`config.mk`:
```
export PLATFORM = sky130hd
export DESIGN_NAME = trigger_pipe_module
export DESIGN_NICKNAME = d
export VERILOG_FILES = /design/src/rtl/trigger_pipe_module.sv
export SDC_FILE = /design/constraint.sdc
export NUM_CORES = 1
export LEC_CHECK = 0
export CAP_MARGIN = 20
export CORE_MARGIN = 8
export CORE_UTILIZATION = 50
export DETAILED_ROUTE_END_ITERATION = 10
export GPL_TIMING_DRIVEN = 1
export PLACE_DENSITY = 0.74
export SETUP_SLACK_MARGIN = 0.5
export SYNTH_ARGS = -nofsm -noshare
export SYNTH_HDL_FRONTEND = slang
export SYNTH_SLANG_ARGS = --single-unit
```
`constraint.sdc`:
```
create_clock -name clk -period 3.8 [get_ports clk]
set_input_delay 0.76 -clock clk [delete_from_list [all_inputs] [get_ports clk]]
set_output_delay 0.76 -clock clk [all_outputs]
set_load 0.05 [all_outputs]
```
`src/rtl/trigger_pipe_module.sv`:
```
// rtl/trigger_pipe_module.sv - elastic WIDTH x DEPTH register pipeline with valid/ready, flush and occupancy
module trigger_pipe_module #(
    parameter int WIDTH = 10,
    parameter int DEPTH = 4,
    localparam int OCC_W = $clog2(DEPTH + 1)
) (
    input  logic             clk,
    input  logic             rst,
    input  logic             in_valid,
    input  logic [WIDTH-1:0] in_data,
    output logic             in_ready,
    output logic             out_valid,
    output logic [WIDTH-1:0] out_data,
    input  logic             out_ready,
    input  logic             flush,
    output logic [OCC_W-1:0] occupancy
);

    logic [DEPTH-1:0] v;
    logic [WIDTH-1:0] d [DEPTH];
    logic [DEPTH-1:0] rdy;

    // A stage can load unless it and every stage after it are full while the consumer stalls.
    always_comb begin
        logic full_tail;
        rdy       = '0;
        full_tail = 1'b1;
        for (int i = DEPTH - 1; i >= 0; i--) begin
            full_tail = full_tail & v[i];
            rdy[i]    = out_ready | ~full_tail;
        end
    end

    always_comb begin
        occupancy = '0;
        for (int i = 0; i < DEPTH; i++) begin
            occupancy = occupancy + OCC_W'(v[i]);
        end
    end

    assign in_ready  = rdy[0] & ~flush;
    assign out_valid = v[DEPTH-1];
    assign out_data  = d[DEPTH-1];

    always_ff @(posedge clk) begin
        if (rst) begin
            v <= '0;
            for (int i = 0; i < DEPTH; i++) begin
                d[i] <= '0;
            end
        end else if (flush) begin
            v <= '0;
        end else begin
            if (rdy[0]) begin
                v[0] <= in_valid;
                if (in_valid) begin
                    d[0] <= in_data;
                end
            end
            for (int i = 1; i < DEPTH; i++) begin
                if (rdy[i]) begin
                    v[i] <= v[i-1];
                    if (v[i-1]) begin
                        d[i] <= d[i-1];
                    end
                end
            end
        end
    end

endmodule
```
==> run metrics <==
clk buf depth 2; Setup Buffers After CTS 0; endpoints failing setup 0; routability cong. 0.720; Post-Layout Cell Count between 200 and 250; commonest cells in the netlist 40 x edfxtp_1, 14 x nor4b_2, 11 x buf_4; Area Growth Syn to Fin 15.3%; I/O Pins 30; WP data required approximately 3.0 ns; CTS Hold Bufs 0; crit path time final a little over 3 ns; crit path capture type output pin; clock skew approximately 0.0099 ns; internal cell power between 0.0007 and 0.0008 W; clock network fraction of total power 0.326; Worst path max stage delay roughly 0.57 ns; Cell Chain, Critical Path inv_1 > fa_1 > inv_1 > ha_1 > dlygate4sd2_1; synthesized area per cell roughly 14 µm²; Critical Path Start Type flip-flop; critical path fanouts, max 14; initial core utilization 0.523; sequential area share after synthesis 0.608; n_diodes 0; die width around 80 µm; nets around 180; synth warn 0; Place WS 0.544 ns; final hold violations 0; vias in the first global route 1186; Routed WL around 3300 µm; slowest CP cell dfxtp_1; CTS Buf Count 5; Slew Viols, Final 0; Clock Latency Late Sink between 0.2 and 0.3 ns; CTS H-tree lvls 2; placed cells between 200 and 250; Die Area about 6500 µm²; RSZ-0062 raised after global routing false; Gate power share 0.088; EDFF count, synth 40; dpl hpwl 2440 µm; post-synth cell types 31; total of max-cap violations 0; clock sinks 44; power density cells 390 nW/µm²; initial antenna violation count 0; DRC 0; sw power 0.000198 W; total core area about 4000 µm²; Synth Flop Type edfxtp_1; height of the die a little over 80 µm; Crit path arrival time between 2 and 2.5 ns; IO buf count 29; largest net degree at the start of global routing 22; sequential power share 0.586; total gr overflow 0; area leader, netlist edfxtp_1; PnR worst setup slack roughly 0.70 ns; vias around 1.2k; share of cells above drive strength 1 0.182; Routed Antenna Nets 0; post-synthesis register bit count 44; period utilization 0.816; Synth async-reset ratio 0; setup tns final 0 ns; standard-cell row count 23; Total GRT Usage 0.114; Synth Instances 146; mapped cell area approximately 2100 µm²; peak supply drop 0.000237 V; drt via density approximately 5.5; f_max roughly 320 MHz; Setup CP Type flip-flop to output pin; Slew HR 0.427; Worst-Margin Slew approximately 0.86 ns; first-pass iteration count of the detailed router 4; WL per Instance between 15 and 20 µm; global-route wire length before repair 5690 µm; CTS tree yes; First DRT Iteration DRCs approximately 60; Worst Hold Class flip-flop to flip-flop; clock root buffer clkbuf_8; top cells by area, synth edfxtp_1 57%, nor4b_2 10%, o211a_1 4.8%; status completed; most common cell in the netlist edfxtp_1; CTS clk-pin slew, worst paths roughly 0.08 ns; Mapped Nets 164; switching share of power 0.209; Yosys top cell area share 0.570; Pleak a little under 0.9 nW; cell mode on critical path inv_1
## final timing paths
check,from,endpoint,slack [ns],cells after the start
setup reg to reg,v[1],d[0][18],1.73,3
hold / removal,v[0],v[0],0.58,1
hold reg to reg,v[0],v[0],0.58,1
setup / recovery,v[1],occupancy[0],0.70,5
## state kept, by name (all words and copies together), names as in the netlist
register,flops
d,40
v,4
## timing repair
item | CTS | global route
endpoints found under the setup margin | 3 | 1
gates resized for setup | 3 | 2
pin swaps | 0 | 0
## worst max-delay path, delay by kind of cell, from the launching register on
| kind | cells | cell delay (ns) |
|---|---|---|
| buf+inv | 3 | 0.70 |
| fa+ha+maj | 2 | 0.77 |
| flops | 1 | 0.57 |
## metrics by stage
step / power, W / hold slack (ns) / instance area (µm²) / utilization
6_report: 0.000947 / 0.582 / 2430 / 0.603
3_5_place_dp: 0.000649 / 0.559 / 2320 / 0.577
5_1_grt: 0.000984 / 0.590 / 2430 / 0.603
4_1_cts: 0.000958 / 0.579 / 2420 / 0.601
3_3_place_gp: 0.000646 / 0.534 / 2320 / 0.577
2_1_floorplan: 0.000620 / 0.520 / 2110 / -
## placed cells by master, fill, tap and decap left out, types with 2 or more instances in the layout
cell type / count
nand2_1: 10
clkdlybuf4s50_1: 25
o21a_1: 2
buf_4: 4
ha_1: 2
nor4b_2: 14
edfxtp_1: 40
inv_1: 7
o31ai_1: 2
o211a_1: 10
a21oi_1: 2
clkbuf_8: 7
dlygate4sd2_1: 2
nor3_1: 10
nor4b_1: 5
dfxtp_1: 4
nand2b_1: 2
## per-layer routing
layer,wire [µm],global-route usage,vias to the layer above,part of all wire
met2,1800,0.201,30,0.54
li1,-,-,578,-
met3,180,0.0442,2,0.054
met4,14,0.0429,0,0.0042
met5,0,0,-,0
met1,1320,0.119,564,0.40
## layout make-up
class,instances,area [µm²]
timing repair buffer,34,315
multi-input combinational,72,643
sequential,44,1280
clock buffer,8,100
fill,314,1600
tap,50,62.6
inverter,7,26.3
## cell families (layout without fill, tap and decap cells)
logic type                 count (synthesis)  count (layout)  synth area share
buffers and inverters                     30              49            0.0862
DFF                                       44              44             0.608
AOI/OAI and AO/OA                         19              19            0.0766
and+or+nand+nor                           50              50             0.207
adders and majority gates                  3               3            0.0214
## power by group through the flow
| stage | Sequential [W] | Combinational [W] | Clock (W) |
|---|---|---|---|
| floorplan | 0.000563 | 0.0000565 | 0 |
| global placement | 0.000565 | 0.0000809 | 0 |
| detailed placement | 0.000566 | 0.0000834 | 0 |
| CTS | 0.000555 | 0.0000831 | 0.000320 |
| global route | 0.000557 | 0.0000890 | 0.000338 |
| finish | 0.000555 | 0.0000835 | 0.000309 |
(Power assumes the default switching activity.)
